--- config.mk ---
export PLATFORM = sky130hd
export DESIGN_NAME = hilo_muldiv_seq
export DESIGN_NICKNAME = d
export VERILOG_FILES = /design/src/rtl/muldiv_pkg.sv /design/src/rtl/muldiv_step.sv /design/src/rtl/hilo_muldiv_seq.sv
export SDC_FILE = /design/constraint.sdc
export NUM_CORES = 1
export LEC_CHECK = 0
export CAP_MARGIN = 20
export CORE_MARGIN = 3
export CORE_UTILIZATION = 50
export DETAILED_ROUTE_END_ITERATION = 7
export PLACE_DENSITY = 0.76
export SYNTH_ARGS = -nofsm -noshare
export SYNTH_HDL_FRONTEND = slang
export SYNTH_SLANG_ARGS = --single-unit
--- constraint.sdc ---
create_clock -name CLK -period 5.1 [get_ports CLK]
set_input_delay 1.02 -clock CLK [delete_from_list [all_inputs] [get_ports CLK]]
set_output_delay 1.02 -clock CLK [all_outputs]
set_load 0.005 [all_outputs]
--- src/rtl/muldiv_pkg.sv ---
// Shared definitions for the HI/LO multiply/divide sequencer: op codes,
// FSM states and the iteration-counter width helper.
package muldiv_pkg;

   localparam logic [1:0] OP_MULTU = 2'b00;
   localparam logic [1:0] OP_MULT  = 2'b01;
   localparam logic [1:0] OP_DIVU  = 2'b10;
   localparam logic [1:0] OP_DIV   = 2'b11;

   typedef enum logic [2:0] {
      IDLE,
      PREP,
      RUN,
      FIX,
      DONE_S
   } state_t;

   function automatic int cnt_w(input int w);
      return (w > 1) ? $clog2(w) : 1;
   endfunction

   localparam int MD_WIDTH = 32;
   localparam int MD_CNT_W = cnt_w(MD_WIDTH);

endpackage

--- src/rtl/muldiv_step.sv ---
// One iteration of the sequencer: shift-add multiply or restoring-divide step
// on a {upper, lower} accumulator, purely combinational.
module muldiv_step #(
   parameter int WIDTH = 32
) (
   input  logic                 is_div,
   input  logic [2*WIDTH-1:0]   acc_in,
   input  logic [WIDTH-1:0]     mag,
   output logic [2*WIDTH-1:0]   acc_out
);

   logic [WIDTH:0] sum;
   logic [WIDTH:0] trial;
   logic [WIDTH:0] diff;

   // trial never exceeds 2*mag-1, so diff[WIDTH] is a clean borrow flag.
   always_comb begin
      sum     = {1'b0, acc_in[2*WIDTH-1:WIDTH]} + {1'b0, mag};
      trial   = acc_in[2*WIDTH-1:WIDTH-1];
      diff    = trial - {1'b0, mag};
      acc_out = {1'b0, acc_in[2*WIDTH-1:1]};
      if (is_div) begin
         if (!diff[WIDTH]) begin
            acc_out = {diff[WIDTH-1:0], acc_in[WIDTH-2:0], 1'b1};
         end else begin
            acc_out = {trial[WIDTH-1:0], acc_in[WIDTH-2:0], 1'b0};
         end
      end else if (acc_in[0]) begin
         acc_out = {sum, acc_in[WIDTH-1:1]};
      end
   end

endmodule

--- src/rtl/hilo_muldiv_seq.sv ---
// HI/LO register owner running MULT/MULTU/DIV/DIVU one bit per clock.
// Optional macro HILO_ZERO_SKIP_EN: skip the iterations when either operand is zero.
module hilo_muldiv_seq
   import muldiv_pkg::*;
#(
   parameter int WIDTH = MD_WIDTH
) (
   input  logic              CLK,
   input  logic              RST,
   input  logic              START,
   input  logic [1:0]        OP,
   input  logic [WIDTH-1:0]  A,
   input  logic [WIDTH-1:0]  B,
   input  logic              HI_WE,
   input  logic              LO_WE,
   input  logic [WIDTH-1:0]  WDATA,
   output logic              BUSY,
   output logic              DONE,
   output logic [WIDTH-1:0]  HI,
   output logic [WIDTH-1:0]  LO
);

   localparam int CW = cnt_w(WIDTH);
   localparam logic [CW-1:0] LAST = CW'(WIDTH - 1);

   state_t               state_q, state_d;
   logic [1:0]           op_q, op_d;
   logic [WIDTH-1:0]     a_q, a_d, b_q, b_d;
   logic [WIDTH-1:0]     mag_q, mag_d;
   logic                 sa_q, sa_d, sb_q, sb_d;
   logic [2*WIDTH-1:0]   acc_q, acc_d;
   logic [CW-1:0]        cnt_q, cnt_d;
   logic [WIDTH-1:0]     hi_q, hi_d, lo_q, lo_d;

   logic                 is_div, is_signed;
   logic [WIDTH-1:0]     mag_a, mag_b, quo, rem;
   logic [2*WIDTH-1:0]   prod, step_acc;

   assign is_div    = (op_q == OP_DIVU) || (op_q == OP_DIV);
   assign is_signed = (op_q == OP_MULT) || (op_q == OP_DIV);

   muldiv_step #(.WIDTH(WIDTH)) u_step (
      .is_div  (is_div),
      .acc_in  (acc_q),
      .mag     (mag_q),
      .acc_out (step_acc)
   );

   always_comb begin
      state_d = state_q;
      op_d    = op_q;
      a_d     = a_q;
      b_d     = b_q;
      mag_d   = mag_q;
      sa_d    = sa_q;
      sb_d    = sb_q;
      acc_d   = acc_q;
      cnt_d   = cnt_q;
      hi_d    = hi_q;
      lo_d    = lo_q;

      mag_a = (is_signed && a_q[WIDTH-1]) ? -a_q : a_q;
      mag_b = (is_signed && b_q[WIDTH-1]) ? -b_q : b_q;
      prod  = (sa_q ^ sb_q) ? -acc_q : acc_q;
      quo   = (sa_q ^ sb_q) ? -acc_q[WIDTH-1:0] : acc_q[WIDTH-1:0];
      rem   = sa_q ? -acc_q[2*WIDTH-1:WIDTH] : acc_q[2*WIDTH-1:WIDTH];

      case (state_q)
         IDLE: begin
            if (HI_WE) hi_d = WDATA;
            if (LO_WE) lo_d = WDATA;
            if (START) begin
               state_d = PREP;
               op_d    = OP;
               a_d     = A;
               b_d     = B;
            end
         end
         // Upper half starts cleared; the multiplier/dividend rides in the lower half.
         PREP: begin
            sa_d    = is_signed && a_q[WIDTH-1];
            sb_d    = is_signed && b_q[WIDTH-1];
            mag_d   = is_div ? mag_b : mag_a;
            acc_d   = {{WIDTH{1'b0}}, (is_div ? mag_a : mag_b)};
            cnt_d   = '0;
            state_d = RUN;
`ifdef HILO_ZERO_SKIP_EN
            if ((a_q == '0) || (b_q == '0)) begin
               acc_d   = '0;
               state_d = FIX;
            end
`endif
         end
         RUN: begin
            acc_d = step_acc;
            cnt_d = cnt_q + CW'(1);
            if (cnt_q == LAST) begin
               cnt_d   = '0;
               state_d = FIX;
            end
         end
         FIX: begin
            if (is_div && (b_q == '0)) begin
               hi_d = a_q;
               lo_d = '1;
            end else if (is_div) begin
               hi_d = rem;
               lo_d = quo;
            end else begin
               hi_d = prod[2*WIDTH-1:WIDTH];
               lo_d = prod[WIDTH-1:0];
            end
            state_d = DONE_S;
         end
         DONE_S: state_d = IDLE;
         default: state_d = IDLE;
      endcase
   end

   always_ff @(posedge CLK) begin
      if (RST) begin
         state_q <= IDLE;
         op_q    <= '0;
         a_q     <= '0;
         b_q     <= '0;
         mag_q   <= '0;
         sa_q    <= 1'b0;
         sb_q    <= 1'b0;
         acc_q   <= '0;
         cnt_q   <= '0;
         hi_q    <= '0;
         lo_q    <= '0;
      end else begin
         state_q <= state_d;
         op_q    <= op_d;
         a_q     <= a_d;
         b_q     <= b_d;
         mag_q   <= mag_d;
         sa_q    <= sa_d;
         sb_q    <= sb_d;
         acc_q   <= acc_d;
         cnt_q   <= cnt_d;
         hi_q    <= hi_d;
         lo_q    <= lo_d;
      end
   end

   assign BUSY = (state_q != IDLE);
   assign DONE = (state_q == DONE_S);
   assign HI   = hi_q;
   assign LO   = lo_q;

endmodule

# == Word level (Yosys, flattened, before mapping) ==
# Cells that the tools add are included.
# op_classes
n_reduce_logical,14
bitwise,1
eq_ne,12
mux,24
add_sub_neg,8
# op_table
cell,count
two-way mux 32 bit,12
two-way mux 64 bit,4
negation 32 bit,4
one-hot mux 32 bit (2 select lines),2
one-hot mux 64 bit (2 select lines),1
negation 64 bit,1
adder 32 x 32 -> 33 bit,1
subtractor 33 x 32 -> 33 bit,1
logical NOT 32 bit,1
one-hot mux 3 bit (4 select lines),1
one-hot mux 5 bit (2 select lines),1
"inequality test 2 bit, second input constant",4
AND reduction 2 bit,4
"equality test 3 x 2 -> 1 bit, second input constant",2
two-way mux 3 bit,2
"adder 5 x 1 -> 5 bit, second input constant",1
"equality test 5 bit, second input constant",1
two-way mux 5 bit,1
"equality test 2 bit, second input constant",2
nonzero test 2 bit,2
"equality test 3 x 1 -> 1 bit, second input constant",1
"equality test 3 bit, second input constant",1
logical AND 1 bit,3
logical NOT 3 bit,1
4 further kinds,5
# word_totals
wordCells,70
register_bits,236
input_bits,103
out_inout_bits,66

# == Longest topological paths before layout ==
# Gate-level depths: netlist (run 1).
# logic_depth
ltp_word,6
ltp_mapped,15

# == Cells and area by module ==
# Synthesis (run 1) repeated with hierarchy kept, for this count alone.
# unflattened
hier_cells,2260
area_unflattened_um2,17267.8
# modules_own_cells
mod,n_inst,cells_per_inst,area_each_um2
hilo_muldiv_seq,1,1568,12420.7
muldiv_step,1,692,4847.1

# == Worst setup path before layout (run 1) ==
# OpenSTA, ideal clock, no wires.
# synth_timing
path_kind,reg-to-reg
from,register acc_q[31]
to,register acc_q[39]
path_slack_ns,1.912
setup_time_ns,0.125
t_required_ns,4.975
stages_incl_launch_ff,16
path_buffers,3
t_arrival_ns,3.063
cell_sequence,dfxtp_1 clkbuf_1 inv_1 ha_1 fa_1 nor2b_1 o31ai_1 a21oi_1 a21oi_1 o2111ai_2 and3_1 clkbuf_1 clkbuf_1 nor3_1 a211oi_1 o21ai_0
# synth_via
elab_chain_len,4
# synth_lines
element,line,rtl
start: declaration,hilo_muldiv_seq.sv:31,"logic [2*WIDTH-1:0] acc_q, acc_d;"
start signal: assignment,hilo_muldiv_seq.sv:129,acc_q <= '0;
start signal: assignment,hilo_muldiv_seq.sv:141,acc_q <= acc_d;
subtractor 33 x 32 -> 33 bit,muldiv_step.sv:20,"diff = trial - {1'b0, mag};"
two-way mux 64 bit,muldiv_step.sv:23,if (!diff[WIDTH]) begin
two-way mux 64 bit,muldiv_step.sv:22,if (is_div) begin
one-hot mux 64 bit (2 select lines),hilo_muldiv_seq.sv:68,case (state_q)
# No other way between the ends.
# A chain may end at the register's enable or synchronous reset.

# == Final worst setup path (run 1) ==
# layout_timing
from,register acc_q[31]
to,register acc_q[57]
# Same word-level chain as after synthesis.

==> flow_summary.toml, run 1 <==
[setup_path]
path_cells = "inv_1 -> ha_1 -> fa_1 -> nor2b_1 -> o31ai_1 -> a21oi_1 -> a21oi_1 -> o2111ai_2 -> a21o_1 -> nand2_1 -> or4_1 -> nand3_1"
cp_data_required_time_ps = 5600
path_class = "flop to flop"
arrival_ps = 4680
crit_path_start_kind = "flop"
endpoint_kind = "flop"
reg2reg_from = "acc_q[31]"
setup.worst_path.start = "acc_q[31]"
path_common_cell = "a21oi_1"
crit_slowest_cell = "or4_1"
slowest_delay_ps = 680
worstPathMaxFanout = 20

[clocking]
cts_tree = "done"
ctsResizeCount = 0
h-tree-depth = 1
cts_buffers = 28
path_clk_slew_ps = 70
clockBufferDepth = 3
clk_latency_ps = 590
hold_buffers = 0
post-cts-setup-buffers = 0
root_buffer = "clkbuf_16"
cts.sinks = 236

[detailed_routing]
drc_errors = 10
wl_met1_um = 28800
dr_wl_met2_um = 29900
drtAntennaViolNets = 0
vias = 18500
drtPass1Iterations = 8
drt-vias-per-instance = 6.48
wirelength_um = 68700
highest_layer = "met4"
wire_per_inst_um = 24.0
first_iter_violations = 2262
dr_wl_met3_um = 6480

[sta]
tns_ps = 0
rsz0062_at_grt = "false"
slew_violations = 0
fmax_mhz = 239
finalCriticalPeriod_ps = 4190
timing.slew.headroom = 0.244
setup_viol = 0
finalWorstSetupSlack_ps = 914
tightest_slew_ps = 1130
clock_skew_ps = 37.1
period_share = 0.821
finalHoldViolations = 0

[grt]
grt_pass1_vias = 17200
grt_pass1_wl_um = 103000
track_usage = 0.361
grt_max_degree = 92
gr-total-overflow = 0
antenna_found_initial = 0

[place]
pre_cts_slack_ps = 1120
hpwl_um = 51800
numPortBuffers = 168
gp_congestion = 1.09

[floorplan]
rows = 67
initial_core_util = 0.512
core_sq_um = 33800
dieHeight_um = 192
dieArea_sq_um = 36900
die_w_um = 192
ios = 169

[synthesis]
synth_seq_cells = 236
synthFlopType = "dfxtp_1"
async_reset_ff_frac = 0
synth_edf_count = 0
yosysWarnings = 0
syn_inst = 2340
synth_cell_types = 85
syn-num-nets = 2515
yosysSeqAreaShare = 0.273
syn-cell-area_sq_um = 17300
syn_area_per_cell_sq_um = 7.39

[outcome]
outcome = "complete, but fails checks"
violations = "design-rule violations"

[flow_run]
drv_cap = 0

[layout]
nFillCells = 3180
fin_nets = 2563
antennaDiodeCount = 0
syn_to_final_growth_pct = 16.2
drive_gt1_frac = 0.0535

[min_path]
hp-start = "b_q[18]"
hp-class = "flop to flop"

[power_and_ir_drop]
leakagePower_nw = 7.59
power_density_nw_per_um2 = 292
vdd_drop_max_mv = 0.264
worst paths after layout:
path	end	slack (ps)	cells past startpoint
hold reg to reg	b_q[18]	480	2
setup / recovery	acc_q[57]	910	12
hold / removal	b_q[18]	480	2
setup reg to reg	acc_q[57]	910	12
worst max-delay path, delay by kind of cell (launching register included):
| kind | cells | cell delay (ps) |
|---|---|---|
| AOI/OAI and AO/OA | 5 | 1210 |
| adders and majority gates | 2 | 620 |
| and+or+nand+nor | 4 | 1550 |
| DFF | 1 | 540 |
| buffers and inverters | 1 | 140 |
Yosys cell counts (8+ instances only):
library cell	n	area, sq um
a211oi_1	47	353
a21o_1	23	173
a21oi_1	279	1400
a221oi_1	38	333
a22oi_1	9	67.6
a31oi_1	31	194
and2_1	12	75.1
and3_1	20	125
buf_1	21	78.8
clkbuf_1	149	559
dfxtp_1	236	4720
ha_1	70	876
inv_1	57	214
mux2_2	11	124
mux2i_1	94	941
nand2_1	343	1290
nand2b_1	13	81.3
nand3_1	48	240
nand4_1	14	87.6
nor2_1	195	732
nor2b_1	13	81.3
nor3_1	56	280
nor4_1	16	100
o211ai_1	25	188
o21a_1	11	82.6
o21ai_0	130	651
o21bai_1	8	60.1
o22ai_1	14	87.6
o31ai_1	25	188
or3_1	17	106
or4_1	10	75.1
xnor2_1	102	893
xor2_1	72	631
power breakdown:
group          leakage [nW]  total, mW  switching [mW]  internal [mW]
logic                  5.21       1.63           0.988          0.643
registers              1.93       2.11           0.158           1.95
clock network         0.456       2.14           0.904           1.24
cells in the final DEF, fill, tap and decap left out, drive strengths merged, types with 32 or more instances in the layout:
cell type	synthesis	layout
nand2	343	343
a21oi	280	280
dfxtp	236	236
nor2	196	196
clkdlybuf4s50	0	167
o21ai	134	134
xnor2	102	102
mux2i	94	94
xor2	72	72
ha	70	70
inv	57	58
nor3	57	57
nand3	48	48
a211oi	47	47
a221oi	38	38
buf	31	32
cell families (layout without fill, tap and decap cells):
kind of cell    after synthesis  count (layout)  share of synthesized area
buf+inv                     239             309                     0.0535
fa+ha+maj                    72              72                     0.0530
xor+xnor                    174             174                     0.0881
simple gates                793             793                      0.209
flops                       236             236                      0.273
mux                         105             105                     0.0616
compound gates              721             721                      0.262
routing by layer:
layer  vias to the layer above  global-route usage
li1                       8506                   -
met1                      8786               0.499
met2                      1063               0.556
met3                       176              0.0597
met4                         0               0.157
met5                         -                   0
metrics by stage:
step	instances	hold WS [ps]	utilization	instance area, sq um	total power [mW]
CTS	2857	473	0.594	20100	5.83
floorplan	2340	446	-	17300	3.14
global route	2858	502	0.595	20100	6.10
global placement	2805	457	0.565	19100	3.69
finish	2858	477	0.595	20100	5.88
detailed placement	2805	465	0.565	19100	3.71
final cells by class:
type | instances | area, sq um | share of cell area
clock buffers | 31 | 722 | 0.0359
clock inverters | 21 | 262 | 0.0130
inverters | 58 | 218 | 0.0108
multi-input cells | 1865 | 11700 | 0.581
flip-flops and latches | 236 | 4730 | 0.235
well taps | 448 | 561 | 0.0279
repair buffers | 199 | 1930 | 0.0959
sequential cells by signal, summed over array words and instances (netlist names):
signal and count:
sb_q 1, state_q 3, sa_q 1, b_q 32, cnt_q 5, LO 32
HI 32, a_q 32, op_q 2, acc_q 64, mag_q 32
Note: power is estimated with default switching activity, not from simulation.
==> run 2, diff against run 1 <==
==> constraint.sdc (replaced) <==
create_clock -name CLK -period 4.4 [get_ports CLK]
set_input_delay 0.88 -clock CLK [delete_from_list [all_inputs] [get_ports CLK]]
set_output_delay 0.88 -clock CLK [all_outputs]
set_load 0.005 [all_outputs]
==> run 2 against run 1 <==
Critical endpoint is now acc_q[63]. Wire length up 0.21%. Worst setup slack lost 490 ps. Combinational power rose by 19%. The run now ends clean. Largest power group is now registers. Global-route usage about the same. Clock power is 14% higher. Via count decreased by 0.15%. Utilization increased by 0.49 points. Design area is 0.82% higher.
==> flow_summary.toml, run 2 (synthesized netlist as in run 1, its figures left out) <==
[layout]
syn_to_final_growth_pct = 17.2
fin_nets = 2586
final_cell_area_sq_um = 20300
final_cell_mix = "nand2_1, a21oi_1, dfxtp_1"
drive_gt1_frac = 0.0604
final_common_cell = "nand2_1"
final-instance-count-excl-fill = 2881
top_register = "acc_q"
finish.utilization = 0.600
largest_reg_flops = 64
antennaDiodeCount = 0

[sta]
tns_ps = 0
timing.slew.headroom = 0.307
whs_ps = 489
fmax_mhz = 251
finalWorstSetupSlack_ps = 421
finalCriticalPeriod_ps = 3980
period_share = 0.904
clock_skew_ps = 24.9
setup_viol = 0
finalHoldViolations = 0
rsz0062_at_grt = "false"
tightest_slew_ps = 1040
slew_violations = 0

[setup_path]
cp_data_required_time_ps = 4820
worstPathMaxFanout = 16
path_cells = "inv_1 -> ha_1 -> fa_1 -> nor2b_1 -> o31ai_1 -> a21oi_1 -> a21oi_1 -> o2111ai_2 -> and3_1 -> nor2_2 -> buf_4 -> a2111oi_0 -> a21oi_1"
slowest_delay_ps = 650
path_common_cell = "a21oi_1"
path_class = "flop to flop"
endpoint_kind = "flop"
crit_path_start_kind = "flop"
arrival_ps = 4400
crit_slowest_cell = "and3_1"

[place]
gp_congestion = 1.03
hpwl_um = 52500
numPortBuffers = 168
postPlaceCellArea_sq_um = 19200
pre_cts_slack_ps = 595
place_inst = 2826

[detailed_routing]
drtPass1Iterations = 6
wire_per_inst_um = 23.9
drc_errors = 0
drtAntennaViolNets = 0
wirelength_um = 68900
drt-vias-per-instance = 6.42
first_iter_violations = 2222
vias = 18500

[min_path]
hp-class = "flop to flop"

[clocking]
cts_buffers = 28
h-tree-depth = 1
cts.sinks = 236
path_clk_slew_ps = 60
clockBufferDepth = 3
post-cts-setup-buffers = 0
ctsResizeCount = 0
clk_latency_ps = 570
hold_buffers = 0
cts_tree = "done"
root_buffer = "clkbuf_16"

[floorplan]
initial_core_util = 0.512
core_sq_um = 33800
die_w_um = 192
dieArea_sq_um = 36900
dieHeight_um = 192
ios = 169
rows = 67

[grt]
top_usage_layer = "met2"
antenna_found_initial = 3
track_usage = 0.361
use_met2 = 0.548
grt_util_met3 = 0.0739
use_met1 = 0.489
gr-total-overflow = 0
grt_pass1_wl_um = 103000
grt_pass1_vias = 17300
grt_max_degree = 99

[flow_run]
drv_cap = 0

[power_and_ir_drop]
p_total_mw = 6.80
p_int_mw = 4.48
power_frac_clock = 0.357
power_frac_seq = 0.359
vdd_drop_max_mv = 0.286
swShare = 0.341
switchingPower_mw = 2.32
pwr-share-comb = 0.285
leakagePower_nw = 7.72
power_density_nw_per_um2 = 336

[outcome]
outcome = "complete, no violations"
run 2: cell count changes in the layout (fill, tap and decap cells not counted), moves of 2 or more:
cell	delta
buf_12	+2
buf_4	+21
clkbuf_1	+4
clkbuf_8	+4
clkinvlp_4	-7
run 2: power by group through the flow:
stage	logic [mW]	clock network [mW]	registers [mW]
global placement	1.85	0	2.47
floorplan	1.24	0	2.39
detailed placement	1.87	0	2.48
CTS	1.88	2.44	2.43
finish	1.94	2.43	2.44
global route	2.09	2.52	2.45
run 2: critical path, delay by kind of cell, from the launching register on:
family                     cells  cell delay (ps)
DFF                            1              510
AOI/OAI and AO/OA              6             1410
adders and majority gates      2              620
and+or+nand+nor                3              990
buffers and inverters          2              330
run 2: area by class of cell:
cell class	instances	area (sq um)
Fill cell	3055	13500
Multi-Input combinational cell	1865	11700
Sequential cell	236	4730
Timing Repair Buffer	222	2130
Clock buffer	39	792
Tap cell	448	561
Inverter	58	218
Clock inverter	13	165
run 2: path summary, 6_finish.rpt:
kind	from	end	slack, ps	depth (start not counted)
hold / removal	cnt_q[3]	cnt_q[3]	490	2
setup reg to reg	acc_q[31]	acc_q[63]	420	13
setup / recovery	acc_q[31]	acc_q[63]	420	13
hold reg to reg	cnt_q[3]	cnt_q[3]	490	2
run 2: routing by layer:
metal  vias up  part of all wire  routed length [um]
met4         2             0.057                3960
met5         -           0.00019                  13
li1       8555                 -                   -
met2      1040              0.43               29700
met3       198             0.099                6810
met1      8708              0.41               28400
==> run 3, diff against run 2 <==
--- a/config.mk
+++ b/config.mk
@@ -5,7 +5,8 @@
 export SDC_FILE = /design/constraint.sdc
 export NUM_CORES = 1
 export LEC_CHECK = 0
-export CAP_MARGIN = 20
+export CAP_MARGIN = 25
+export CORE_ASPECT_RATIO = 1.75
 export CORE_MARGIN = 3
 export CORE_UTILIZATION = 50
 export DETAILED_ROUTE_END_ITERATION = 7
==> run 3 against run 2 <==
Die area is 0.24% higher. Combinational power about the same. Register-to-register slack better by 50 ps. Highest routed layer is now met4.
==> flow_summary.toml, run 3 (synthesized netlist as in run 1, its figures left out) <==
[power_and_ir_drop]
power_density_nw_per_um2 = 323
p_total_mw = 6.51
swShare = 0.348
pwr-share-comb = 0.299
power_frac_clock = 0.329
power_frac_seq = 0.372
leakagePower_nw = 7.68
p_int_mw = 4.24
switchingPower_mw = 2.27
vdd_drop_max_mv = 0.220

[floorplan]
dieArea_sq_um = 36900
rows = 89
initial_core_util = 0.509
ios = 169
dieHeight_um = 252
core_sq_um = 34000
die_w_um = 147

[layout]
top_register = "acc_q"
final_cell_mix = "nand2_1, a21oi_1, dfxtp_1"
syn_to_final_growth_pct = 16.6
largest_reg_flops = 64
final_common_cell = "nand2_1"
fin_nets = 2588
antennaDiodeCount = 0
drive_gt1_frac = 0.0605
final_cell_area_sq_um = 20200

[sta]
rsz0062_at_grt = "false"
finalWorstSetupSlack_ps = 475
period_share = 0.892
slew_violations = 0
tightest_slew_ps = 1040
timing.slew.headroom = 0.302
setup_viol = 0
finalHoldViolations = 0
finalCriticalPeriod_ps = 3930
tns_ps = 0
fmax_mhz = 255
clock_skew_ps = 32.3

[detailed_routing]
drtPass1Iterations = 5
wire_per_inst_um = 24.2
first_iter_violations = 1830
drtAntennaViolNets = 0
drc_errors = 0
vias = 18400
wirelength_um = 69900
drt-vias-per-instance = 6.38

[clocking]
clk_latency_ps = 550
clockBufferDepth = 3
post-cts-setup-buffers = 0
h-tree-depth = 1
cts_buffers = 24
cts_tree = "done"
ctsResizeCount = 0
hold_buffers = 0
root_buffer = "clkbuf_16"
path_clk_slew_ps = 70
cts.sinks = 236

[setup_path]
path_class = "flop to flop"
crit_path_start_kind = "flop"
endpoint_kind = "flop"
reg2reg_from = "acc_q[31]"
arrival_ps = 4350
cp_data_required_time_ps = 4820
worstPathMaxFanout = 16
setup.worst_path.start = "acc_q[31]"

[place]
gp_congestion = 1.06
hpwl_um = 54000
numPortBuffers = 168
postPlaceCellArea_sq_um = 19300
pre_cts_slack_ps = 577

[grt]
track_usage = 0.362
grt_max_degree = 79
gr-total-overflow = 0
grt_pass1_wl_um = 104000
grt_pass1_vias = 18000
antenna_found_initial = 0

[flow_run]
drv_cap = 0

[min_path]
hp-class = "flop to flop"
hp-start = "b_q[18]"

[outcome]
outcome = "complete, no violations"
[run 3: cell type report]
| class | count | area [sq um] |
|---|---|---|
| inverters | 58 | 218 |
| well taps | 455 | 569 |
| clock buffers | 33 | 717 |
| repair buffers | 228 | 2160 |
| fillers | 3146 | 13800 |
| clock inverters | 10 | 87.6 |
| multi-input cells | 1865 | 11700 |
| flip-flops and latches | 236 | 4730 |
[run 3: path summary, 6_finish.rpt]
check / end / slack [ps] / cells past startpoint
worst min register to register: b_q[18] / 490 / 2
worst max-delay path: acc_q[63] / 470 / 13
worst min-delay path: b_q[18] / 490 / 2
worst max register to register: acc_q[63] / 470 / 13
[run 3: metal layers]
layer / part of all wire / up-vias / global-route usage
met3: 0.065 / 327 / 0.0512
met5: 0 / - / 0
met4: 0.12 / 0 / 0.351
met2: 0.49 / 922 / 0.632
met1: 0.33 / 8621 / 0.361
li1: - / 8545 / -
[run 3: stage by stage]
stage / hold WS, ps / util / instances
floorplan: 446 / - / 2340
global placement: 465 / 0.569 / 2840
detailed placement: 470 / 0.569 / 2841
CTS: 486 / 0.593 / 2884
global route: 501 / 0.594 / 2885
finish: 489 / 0.594 / 2885
[run 3: worst max-delay path: stages (launching register included)]
cell	delay, ps
dfxtp_1	480
inv_1	130
ha_1	230
fa_1	380
nor2b_1	230
o31ai_1	130
a21oi_1	220
a21oi_1	190
o2111ai_2	320
and3_1	690
nor2_2	100
buf_4	210
a2111oi_0	400
a21oi_1	80
[run 3: power groups by stage]
stage	Sequential [mW]	Clock (mW)	Combinational, mW
2_1_floorplan	2.39	0	1.24
3_3_place_gp	2.46	0	1.87
3_5_place_dp	2.47	0	1.89
4_1_cts	2.42	2.14	1.90
5_1_grt	2.44	2.22	2.08
6_report	2.43	2.14	1.95
==> variant (config.mk and constraints of run 2) <==
The 5 states of `state_t` get a one-hot encoding in 5 bits.
--- a/src/rtl/muldiv_pkg.sv
+++ b/src/rtl/muldiv_pkg.sv
@@ -8,10 +8,10 @@
    localparam logic [1:0] OP_DIV   = 2'b11;
 
-   typedef enum logic [2:0] {
-      IDLE,
-      PREP,
-      RUN,
-      FIX,
-      DONE_S
+   typedef enum logic [4:0] {
+      IDLE   = 5'b00001,
+      PREP   = 5'b00010,
+      RUN    = 5'b00100,
+      FIX    = 5'b01000,
+      DONE_S = 5'b10000
    } state_t;
 
Check against the original RTL: same outputs for any inputs over 4 cycles, from zero or initial values and one cycle with RST high; so few cycles prove little.
==> variant against run 2 <==
Combinational power down 35%; clock skew is 0.0057 ns lower; area after synthesis is 0.54% higher; fmax is 1.6% lower; largest power group unchanged; total power shrank 13%; final area hardly changed; global-route usage shrank 0.25 points; highest routed layer unchanged; via count increased by 2.5%; sequential cell count grew 2; setup slack worse by 0.063 ns; wire length is 0.12% higher.
==> variant: results (changes against run 2) <==
\begin{tabular}{lr}
\hline
Metric & Value \\
\hline
\multicolumn{2}{l}{\textbf{Outcome}} \\
Status & finished, final reports clean \\
\multicolumn{2}{l}{\textbf{Routing}} \\
Number of DRC markers in iteration 0 & 2372 (+6.8\%) \\
Detailed Route WL & 68900 µm (+0.12\%) \\
DRT met1 WL & 28100 µm (-0.92\%) \\
DR WL met2 & 28700 µm (-3.2\%) \\
Total via count in the routed design & 19000 (+2.5\%) \\
Amount of wire on met3 after detailed routing & 7670 µm (+13\%) \\
\multicolumn{2}{l}{\textbf{Clock tree}} \\
TritonCTS buffer count & 27 (-3.6\%) \\
Clk root buf & clkbuf\_16 \\
\multicolumn{2}{l}{\textbf{GRT}} \\
Vias in the first global route & 17500 (+1.1\%) \\
Wire length of the first global-routing pass & 103000 µm (about the same) \\
Pin count of the biggest net entering global routing & 83 (-16\%) \\
Overall routing resource usage & 35.9\% (-0.25 points) \\
Routing usage on met2 & 53.6\% (-1.2 points) \\
Global Route met1 Usage & 48.0\% (-0.87 points) \\
Antenna violations before repair & 6 (+3) \\
Met3 Track Usage GR & 8.52\% (+1.1 points) \\
\multicolumn{2}{l}{\textbf{Logic synthesis}} \\
Most numerous cell types in the synthesized netlist & 346 x nand2\_1, 329 x a21oi\_1, 238 x dfxtp\_1 \\
Count of flip-flops with a built-in enable after synthesis & 0 (unchanged) \\
Number of unique standard cell types used by synthesis & 92 (+8.2\%) \\
Top cells by area, synth & dfxtp\_1 27\%, a21oi\_1 9.5\%, nand2\_1 7.5\% \\
Fraction of the yosys area taken by sequential cells & 27.4\% (+0.085 points) \\
\multicolumn{2}{l}{\textbf{Place}} \\
HPWL after detailed placement & 52300 µm (-0.22\%) \\
Final GP Congestion & 1.02 (-1.3\%) \\
Placed inst area & 19300 µm² (+0.46\%) \\
\multicolumn{2}{l}{\textbf{Timing}} \\
Relative slew margins & 23.1\% (-7.6 points) \\
Maximum clock skew at final layout & 0.0193 ns (-0.00566 ns) \\
\multicolumn{2}{l}{\textbf{Finish}} \\
Register ranked first by flip-flop count & acc\_q \\
Layout net count & 2629 (+1.7\%) \\
Share of layout cells above drive strength 1 & 6.02\% (-0.019 points) \\
\multicolumn{2}{l}{\textbf{Hold path}} \\
Hold Crit Start & LO[3] \\
End point of the worst hold path & LO[3] \\
\multicolumn{2}{l}{\textbf{Pwr}} \\
Leakage power figure & 7.69 nW (-0.41\%) \\
Peak supply drop & 0.307 mV (+7.5\%) \\
Cell internal pwr & 4.03 mW (-10\%) \\
\multicolumn{2}{l}{\textbf{Critical path}} \\
Capture point of the critical path & acc\_q[38] \\
Reg2reg setup slack & 0.36 ns (-0.06 ns) \\
Register-to-Register Path Depth & 12 (-1) \\
Critical path peak fanout & 14 (-2) \\
CP arrival & 4.46 ns (+0.06 ns) \\
FF-to-FF Start & acc\_q[32] \\
\hline
\end{tabular}
## variant: worst max-delay path, stage by stage, from the launching register on
cell	delay (ns)
dfxtp_1	0.51
inv_1	0.15
fa_1	0.44
nand2b_1	0.20
a21oi_1	0.25
o21ai_1	0.19
a2111oi_2	0.57
and4b_1	0.35
o31a_1	0.48
buf_4	0.32
nor3_1	0.08
a211oi_1	0.24
o31ai_1	0.11
## variant: logic make-up after synthesis
family                   share of synthesized area, %
AO/OA/AOI/OAI                                    28.0
adder cells (fa/ha/maj)                          5.27
multiplexers                                     3.79
XOR/XNOR                                         8.46
flip-flops                                       27.4
AND/OR/NAND/NOR                                  21.5
buffers and inverters                            5.64
## variant: power by group through the flow
stage	Clock, mW	Sequential, mW	Combinational (mW)
2_1_floorplan	0	2.38	0.773
3_3_place_gp	0	2.44	1.22
3_5_place_dp	0	2.44	1.22
4_1_cts	2.27	2.40	1.23
5_1_grt	2.35	2.41	1.36
6_report	2.27	2.41	1.26
## variant: layout make-up
type | instances | area [µm²]
multi-input cells | 1902 | 11700
well taps | 448 | 561
diodes | 1 | 2.50
fillers | 3155 | 13600
inverters | 66 | 248
flip-flops and latches | 238 | 4770
clock buffers | 33 | 738
repair buffers | 219 | 2110
clock inverters | 16 | 143
## variant: per-stage QoR
stage | power (mW) | setup WS, ns | std cells | util [%] | hold WS, ns
6_report | 5.94 | 0.358 | 2923 | 59.8 | 0.454
5_1_grt | 6.12 | 0.0531 | 2922 | 59.8 | 0.469
4_1_cts | 5.90 | 0.392 | 2920 | 59.7 | 0.454
3_5_place_dp | 3.67 | 0.460 | 2871 | 57.1 | 0.445
3_3_place_gp | 3.65 | 0.578 | 2871 | 57.1 | 0.434
2_1_floorplan | 3.15 | 1.10 | 2385 | - | 0.439
